--- src/rtl/stack_ctx_ctrl.sv ---
// stack_ctx_ctrl: guard and burst sequencer in front of the CPU hardware stack.
// Forwards single push/pop requests from the pipeline and blocks any operation
// that would overflow or underflow the stack, setting sticky error flags.
// It also runs context save (r1..rN -> stack) and context restore
// (stack -> rN..r1) bursts for interrupt entry and exit.
module stack_ctx_ctrl #(
  parameter int DEPTH = 128,
  parameter int DW    = 32,
  parameter int PTR_W = 8,
  parameter int RA_W  = 4
) (
  input  logic             clk,
  input  logic             reset,
  input  logic             cpu_push,
  input  logic             cpu_pop,
  input  logic [DW-1:0]    cpu_d,
  output logic [DW-1:0]    cpu_q,
  input  logic             ctx_save,
  input  logic             ctx_restore,
  input  logic [RA_W-1:0]  ctx_count,
  output logic [RA_W-1:0]  reg_raddr,
  input  logic [DW-1:0]    reg_rdata,
  output logic             reg_we,
  output logic [RA_W-1:0]  reg_waddr,
  output logic [DW-1:0]    reg_wdata,
  output logic             stk_push,
  output logic             stk_pop,
  output logic [DW-1:0]    stk_d,
  input  logic [DW-1:0]    stk_q,
  output logic             busy,
  output logic             done,
  output logic             err,
  output logic [PTR_W-1:0] depth,
  output logic             overflow,
  output logic             underflow,
  input  logic             err_clr
);

  // The burst counter runs from 1 to N+1, so it needs one bit more than N.
  localparam int CNT_W = RA_W + 1;
  localparam logic [PTR_W:0] DEPTH_EXT = (PTR_W + 1)'(DEPTH);

  typedef enum logic [1:0] {
    S_IDLE    = 2'd0,
    S_SAVE    = 2'd1,
    S_RESTORE = 2'd2,
    S_FINISH  = 2'd3
  } state_t;

  state_t           state_q, state_d;
  logic [PTR_W-1:0] depth_q, depth_d;
  logic [CNT_W-1:0] cnt_q, cnt_d;
  logic [RA_W-1:0]  n_q, n_d;
  logic             rej_q, rej_d;
  logic             overflow_q, overflow_d;
  logic             underflow_q, underflow_d;

  logic             set_ovf_s;
  logic             set_unf_s;
  logic [PTR_W:0]   depth_ext_s;
  logic [PTR_W:0]   count_ext_s;
  logic [CNT_W-1:0] n_cnt_s;
  logic [CNT_W-1:0] waddr_full_s;

  logic             stk_push_s;
  logic             stk_pop_s;
  logic [DW-1:0]    stk_d_s;
  logic [RA_W-1:0]  reg_raddr_s;
  logic             reg_we_s;
  logic [RA_W-1:0]  reg_waddr_s;
  logic [DW-1:0]    reg_wdata_s;
  logic             busy_s;
  logic             done_s;
  logic             err_s;

  assign depth_ext_s  = {1'b0, depth_q};
  assign count_ext_s  = (PTR_W + 1)'(ctx_count);
  assign n_cnt_s      = CNT_W'(n_q);
  // Restore writes go to N, N-1, ..., 1 as the counter steps from 2 to N+1.
  assign waddr_full_s = n_cnt_s + CNT_W'(2) - cnt_q;

  // Next-state, depth tracking, error detection and stack/register-file strobes.
  always_comb begin
    state_d     = state_q;
    depth_d     = depth_q;
    cnt_d       = cnt_q;
    n_d         = n_q;
    rej_d       = rej_q;
    set_ovf_s   = 1'b0;
    set_unf_s   = 1'b0;
    stk_push_s  = 1'b0;
    stk_pop_s   = 1'b0;
    stk_d_s     = '0;
    reg_raddr_s = '0;
    reg_we_s    = 1'b0;
    reg_waddr_s = '0;
    reg_wdata_s = '0;
    busy_s      = 1'b0;
    done_s      = 1'b0;
    err_s       = 1'b0;

    case (state_q)
      S_IDLE: begin
        rej_d = 1'b0;
        if (ctx_save) begin
          n_d   = ctx_count;
          cnt_d = CNT_W'(1);
          if ((depth_ext_s + count_ext_s) > DEPTH_EXT) begin
            state_d   = S_FINISH;
            rej_d     = 1'b1;
            set_ovf_s = 1'b1;
          end else if (ctx_count == RA_W'(0)) begin
            state_d = S_FINISH;
          end else begin
            state_d = S_SAVE;
          end
        end else if (ctx_restore) begin
          n_d   = ctx_count;
          cnt_d = CNT_W'(1);
          if (count_ext_s > depth_ext_s) begin
            state_d   = S_FINISH;
            rej_d     = 1'b1;
            set_unf_s = 1'b1;
          end else if (ctx_count == RA_W'(0)) begin
            state_d = S_FINISH;
          end else begin
            state_d = S_RESTORE;
          end
        end else if (cpu_push) begin
          if (depth_ext_s < DEPTH_EXT) begin
            stk_push_s = 1'b1;
            stk_d_s    = cpu_d;
          end else begin
            set_ovf_s = 1'b1;
          end
        end else if (cpu_pop) begin
          if (depth_q != PTR_W'(0)) begin
            stk_pop_s = 1'b1;
          end else begin
            set_unf_s = 1'b1;
          end
        end else begin
          state_d = S_IDLE;
        end
      end

      S_SAVE: begin
        busy_s = 1'b1;
        // Reads lead the pushes by one cycle to cover register-file latency.
        if (cnt_q <= n_cnt_s) begin
          reg_raddr_s = cnt_q[RA_W-1:0];
        end else begin
          reg_raddr_s = '0;
        end
        if (cnt_q >= CNT_W'(2)) begin
          stk_push_s = 1'b1;
          stk_d_s    = reg_rdata;
        end else begin
          stk_push_s = 1'b0;
        end
        if (cnt_q == (n_cnt_s + CNT_W'(1))) begin
          state_d = S_FINISH;
        end else begin
          cnt_d = cnt_q + CNT_W'(1);
        end
      end

      S_RESTORE: begin
        busy_s = 1'b1;
        // Pops lead the writes by one cycle; stack data is valid after the pop.
        if (cnt_q <= n_cnt_s) begin
          stk_pop_s = 1'b1;
        end else begin
          stk_pop_s = 1'b0;
        end
        if (cnt_q >= CNT_W'(2)) begin
          reg_we_s    = 1'b1;
          reg_waddr_s = waddr_full_s[RA_W-1:0];
          reg_wdata_s = stk_q;
        end else begin
          reg_we_s = 1'b0;
        end
        if (cnt_q == (n_cnt_s + CNT_W'(1))) begin
          state_d = S_FINISH;
        end else begin
          cnt_d = cnt_q + CNT_W'(1);
        end
      end

      S_FINISH: begin
        done_s  = 1'b1;
        err_s   = rej_q;
        state_d = S_IDLE;
      end

      default: begin
        state_d = S_IDLE;
      end
    endcase

    // Guards above ensure the counter never wraps; push and pop are exclusive.
    if (stk_push_s) begin
      depth_d = depth_q + PTR_W'(1);
    end else if (stk_pop_s) begin
      depth_d = depth_q - PTR_W'(1);
    end else begin
      depth_d = depth_q;
    end
  end

  // Sticky flags: err_clr clears them, but a new error in the same cycle wins.
  always_comb begin
    overflow_d  = (overflow_q  & ~err_clr) | set_ovf_s;
    underflow_d = (underflow_q & ~err_clr) | set_unf_s;
  end

  // State, counters and flags; synchronous active-low reset abandons any burst.
  always_ff @(posedge clk) begin
    if (!reset) begin
      state_q     <= S_IDLE;
      depth_q     <= '0;
      cnt_q       <= '0;
      n_q         <= '0;
      rej_q       <= 1'b0;
      overflow_q  <= 1'b0;
      underflow_q <= 1'b0;
    end else begin
      state_q     <= state_d;
      depth_q     <= depth_d;
      cnt_q       <= cnt_d;
      n_q         <= n_d;
      rej_q       <= rej_d;
      overflow_q  <= overflow_d;
      underflow_q <= underflow_d;
    end
  end

  // Strobes are held low while reset is asserted so nothing leaks to the stack.
  assign stk_push  = reset & stk_push_s;
  assign stk_pop   = reset & stk_pop_s;
  assign stk_d     = reset ? stk_d_s : '0;
  assign reg_raddr = reset ? reg_raddr_s : '0;
  assign reg_we    = reset & reg_we_s;
  assign reg_waddr = reset ? reg_waddr_s : '0;
  assign reg_wdata = reset ? reg_wdata_s : '0;
  assign busy      = reset & busy_s;
  assign done      = reset & done_s;
  assign err       = reset & err_s;
  assign depth     = depth_q;
  assign overflow  = overflow_q;
  assign underflow = underflow_q;
  assign cpu_q     = stk_q;

endmodule

--- config.mk ---
export PLATFORM = sky130hd
export DESIGN_NAME = stack_ctx_ctrl
export DESIGN_NICKNAME = d
export VERILOG_FILES = /design/src/rtl/stack_ctx_ctrl.sv
export SDC_FILE = /design/constraint.sdc
export NUM_CORES = 1
export LEC_CHECK = 0
export BUFFER_PORTS_ARGS = -buffer_cell sky130_fd_sc_hd__buf_2
export CORE_MARGIN = 5
export CORE_UTILIZATION = 42
export DETAILED_ROUTE_END_ITERATION = 12
export MAX_ROUTING_LAYER = met4
export PLACE_DENSITY = 0.83
export SETUP_SLACK_MARGIN = 0.2
export SLEW_MARGIN = 20
export SYNTH_ARGS = -nofsm -noshare
export SYNTH_HDL_FRONTEND = slang
export SYNTH_SLANG_ARGS = --single-unit
export TNS_END_PERCENT = 1
--- constraint.sdc ---
create_clock -name clk -period 4.5 [get_ports clk]
set_input_delay 0.9 -clock clk [delete_from_list [all_inputs] [get_ports clk]]
set_output_delay 0.9 -clock clk [all_outputs]
set_load 0.02 [all_outputs]
* After elaboration in Yosys (flattened, before gate mapping)
Index checks and enable logic that the tools add are counted.
** Cells by class
- Bitwise logic cells :: 11
- Add/subtract/negate cells :: 7
- Reduce and logical (&&, ||, !) cells :: 10
- Mux-type cells :: 66
- Magnitude comparators :: 5
- Equality and inequality tests :: 9
** Operator list (count)
- $mux 32 :: 9
- $pmux 32 s2 :: 1
- $mux 1 :: 32
- $mux 4 :: 8
- $mux 8 :: 2
- $mux 5 :: 3
- $mux 2 :: 7
- $pmux 5 s2 :: 1
- $add 8x4->9 :: 1
- $gt 9x8->1 const B :: 1
- $add 8x1->8 const B :: 1
- $and 1x1->1 :: 8
- $gt 4x8->1 :: 1
- $lt 8x8->1 const B :: 1
- $ne 4x4->1 const B :: 2
- $reduce_bool 8->1 :: 1
- $sub 8x1->8 const B :: 1
- $pmux 2 s3 :: 1
- $reduce_and 3->1 :: 2
- $reduce_bool 2->1 :: 3
- $add 4x1->5 const B :: 1
- $add 5x1->5 const B :: 1
- $eq 5x5->1 :: 1
- $ge 5x2->1 const B :: 1
- 15 further kinds :: 18
** Storage, ports and cells
- Logic and storage cells :: 115
- Register bits :: 22

* Logic depth before layout (Yosys ltp)
- Depth after elaboration :: 9
- Gate-level depth with buffers :: 16

* Worst setup path after synthesis
No wires, ideal clock.
- Path type :: input-to-reg
- From :: in ctx_save
- To :: reg depth_q[7] (netlist: depth[7])
- Required time :: 4.364 ns
- Arrival :: 3.490 ns
- Setup time :: 0.136 ns
- Path slack :: 0.874 ns
- Path buffers :: 2
- Stages :: 13
- Cell sequence :: nor3b_1 and3_1 buf_2 or2_1 buf_6 inv_4 ha_1 a21oi_1 o21ai_0 a2111oi_0 nor2_1 a2111oi_0 a211oi_1
** On the way
- Cells in the longest elaborated chain, start to end :: 3
** RTL lines
- start: declaration :: line 18 : input logic ctx_save,
- $mux 1 :: line 105 : if (ctx_save) begin
- $pmux 1 s2 :: line 102 : case (state_q)
- $mux 8 / $reduce_bool 2->1 (equally long branches)
- end signal: assignment :: line 229 : depth_q <= depth_d;
- end: declaration :: line 51 : logic [PTR_W-1:0] depth_q, depth_d;
Several ways; a longest one is shown, not always the timed one.
A chain may end at the register's enable or synchronous reset.

* Worst setup path in the final report
- From :: reg state_q[0]
- To :: reg depth_q[7] (netlist: depth[7])
** On the way
- Cells in the longest elaborated chain, start to end :: 3
** RTL lines
- start: declaration :: line 50 : state_t state_q, state_d;
- start signal: assignment :: line 228 : state_q <= state_d;
- $eq 2x1->1 (tied with other cells) :: line 102
- $pmux 1 s2 :: line 102
- $mux 8 / $reduce_bool 2->1 (equally long branches)
Several ways; a longest one is shown, not always the timed one.

==> results.tsv <==
metric	value	unit
rr_worst_depth	14	
cp_data_required_time	4.65	ns
place_ws	0.463	ns
rsz0062_at_grt	false	
tightest_slew	0.928	ns
hold_class	reg2reg	
num_antenna_cells	0	
cts_setup_buffers	0	
tritoncts	done	
cts_inserted_buffers	3	
dpl-instance-area	3980	um2
ys_ff_latch	22	
maxSlewViolCount	0	
initial_core_util	0.425	
cp_top_family	compound AO/OA/AOI/OAI gates	
clock_latency	0.27	ns
yosysSeqAreaShare	0.145	
clock_path_buffers	2	
grt_pass1_vias	3353	
layout_commonest_cell	buf_2	
place_hpwl	8780	um
clk_pin_slew_worst_paths	0.08	ns
path_common_cell	ha_1	
wl_met3	956	um
wl_met2	5320	um
status	finished, final reports clean	
cp_num_buf_inv	3	
critPathKind	reg2reg	
die_w	94.9	um
drc_errors	0	
endpoint	depth[7]	
stdcell_count	694	
final_layout_size_suffix_gt1_frac	0.400	
setup_ws	0.695	ns
dr.pass1.iters	6	
crit_fanout	16	
clkSinkCount	22	
finalHoldViolCount	0	
via_per_inst	5.33	
placed_cells	690	
gr-usage-all-layers	0.217	
detail-route-antenna-nets	0	
die_h	94.9	um
ys.flop_type	dfxtp_1	
rr_startpoint	state_q[0]	
dr.max_layer_used	met4	
rows	31	
io_pins	227	
cap_viol_max_count	0	
hold_buffers	0	
cts_max_level	1	
cts_resized	0	
dr_total_vias	3697	
ctsRootBufferMaster	clkbuf_8	
layout.nets	736	
yosysWarnings	0	
cp.depth	14	
worstSetupEndpointType	flip-flop	
synth_area	3030	um2
crit_start	state_q[0]	
ys_async_sr_fraction	0	
cp-start-kind	flip-flop	
finalWirelength	10500	um
crit_slowest_cell	a2111oi_1	
fin_area	4060	um2
skew	0.00265	ns
tns	0	ns
ir_drop	263	uV
drt_first_iter_violations	156	
cp_cell_sequence	inv_1, ha_1, nor3b_1, buf_4, and3_1, or2_1, inv_4, ha_1, a21oi_1, o21ai_0, a2111oi_1, nor2_1, a2111oi_0, a211oi_1	
power.leakage	0.00216	uW
critical_path.max_stage_delay	0.46	ns
fin_crit_sh	0.846	
grt_pass1_wl	15500	um
antenna_found_initial	0	
io_buffer_count	226	
ys_types	55	
nFillCells	704	
crit_arrival	3.95	ns
syn-num-nets	555	
wl_met1	4090	um
period_needed	3.80	ns
pwr_density_cell	450	nW/um2
reg2reg_to	depth[7]	
slew_headroom	0.376	
core_area	7140	um2
layout_common_cells	buf_2 (226), nor2_1 (51), and2_1 (39)	
synth_edf_count	0	
r2r_slack	0.70	ns
finalPower	1820	uW
place.gp.congestion	0.936	
syn_avg_cell_area	7.30	um2
wire_per_inst	15.2	um
grt_start_max_net_pins	38	
syn_inst	415	
setup_violations	0	
overflow	0	
fmax	263	MHz
area.growth.synth_to_final	33.8	%
dieArea	9010	um2
-- how the worst min path moves through the flow --
stage	startpoint	end	depth (start not counted)
2_1_floorplan	rej_q	rej_q	2
3_3_place_gp	rej_q	rej_q	2
3_5_place_dp	overflow	overflow	2
4_1_cts	rej_q	rej_q	2
5_1_grt	rej_q	rej_q	2
6_report	overflow	overflow	2
-- worst min-delay path, delay by kind of cell, from the launching register on --
kind | cells | cell delay, ns
compound gates | 2 | 0.19
flops | 1 | 0.35
-- logic make-up (layout without fill, tap and decap cells) --
family	after synthesis	count (layout)	synth area share
AOI/OAI and AO/OA	115	115	0.261
xor gates and xnor gates	11	11	0.0318
adders and majority gates	33	33	0.144
buffers and inverters	80	260	0.145
DFF	22	22	0.145
muxes	3	3	0.00991
and+or+nand+nor	151	151	0.263
-- synthesized netlist by cell type, drive strengths merged (6+ instances only) --
library cell	count	area share
nor2b	9	0.019
nor4	8	0.017
a21oi	24	0.040
buf	38	0.092
and2	39	0.081
ha	30	0.12
nand2	6	0.0074
o21ai	15	0.025
a22oi	32	0.079
inv	27	0.034
dfxtp	22	0.15
nand4	7	0.014
xnor2	7	0.020
nor2	51	0.063
nand3	7	0.012
clkbuf	15	0.019
-- power by group --
part	switching, uW	internal (uW)
combinational	745	518
clock	69.6	119
sequential	116	258
-- final cells by class --
type / count / area (um2) / share of cell area
clock buffers: 3 / 41.3 / 0.0102
clock inverters: 1 / 30.0 / 0.00741
inverters: 27 / 104 / 0.0256
multi-input cells: 313 / 2160 / 0.533
flip-flops and latches: 22 / 440 / 0.109
well taps: 99 / 124 / 0.0305
repair buffers: 229 / 1150 / 0.284
-- layer usage --
metal	vias to the layer above	GRT usage
li1	1802	-
met1	1663	0.249
met5	-	-
met2	209	0.398
met4	0	0.0589
met3	23	0.0223
-- registers in the layout, indices dropped and copies added, names as in the netlist --
register   cells
cnt_q          5
depth          8
n_q            4
overflow       1
rej_q          1
state_q        2
underflow      1
-- stage by stage --
step	util	hold WS, ns
2_1_floorplan	-	0.472
3_3_place_gp	0.557	0.483
3_5_place_dp	0.557	0.546
4_1_cts	0.567	0.576
5_1_grt	0.568	0.589
6_report	0.568	0.583
(Power assumes the default switching activity.)
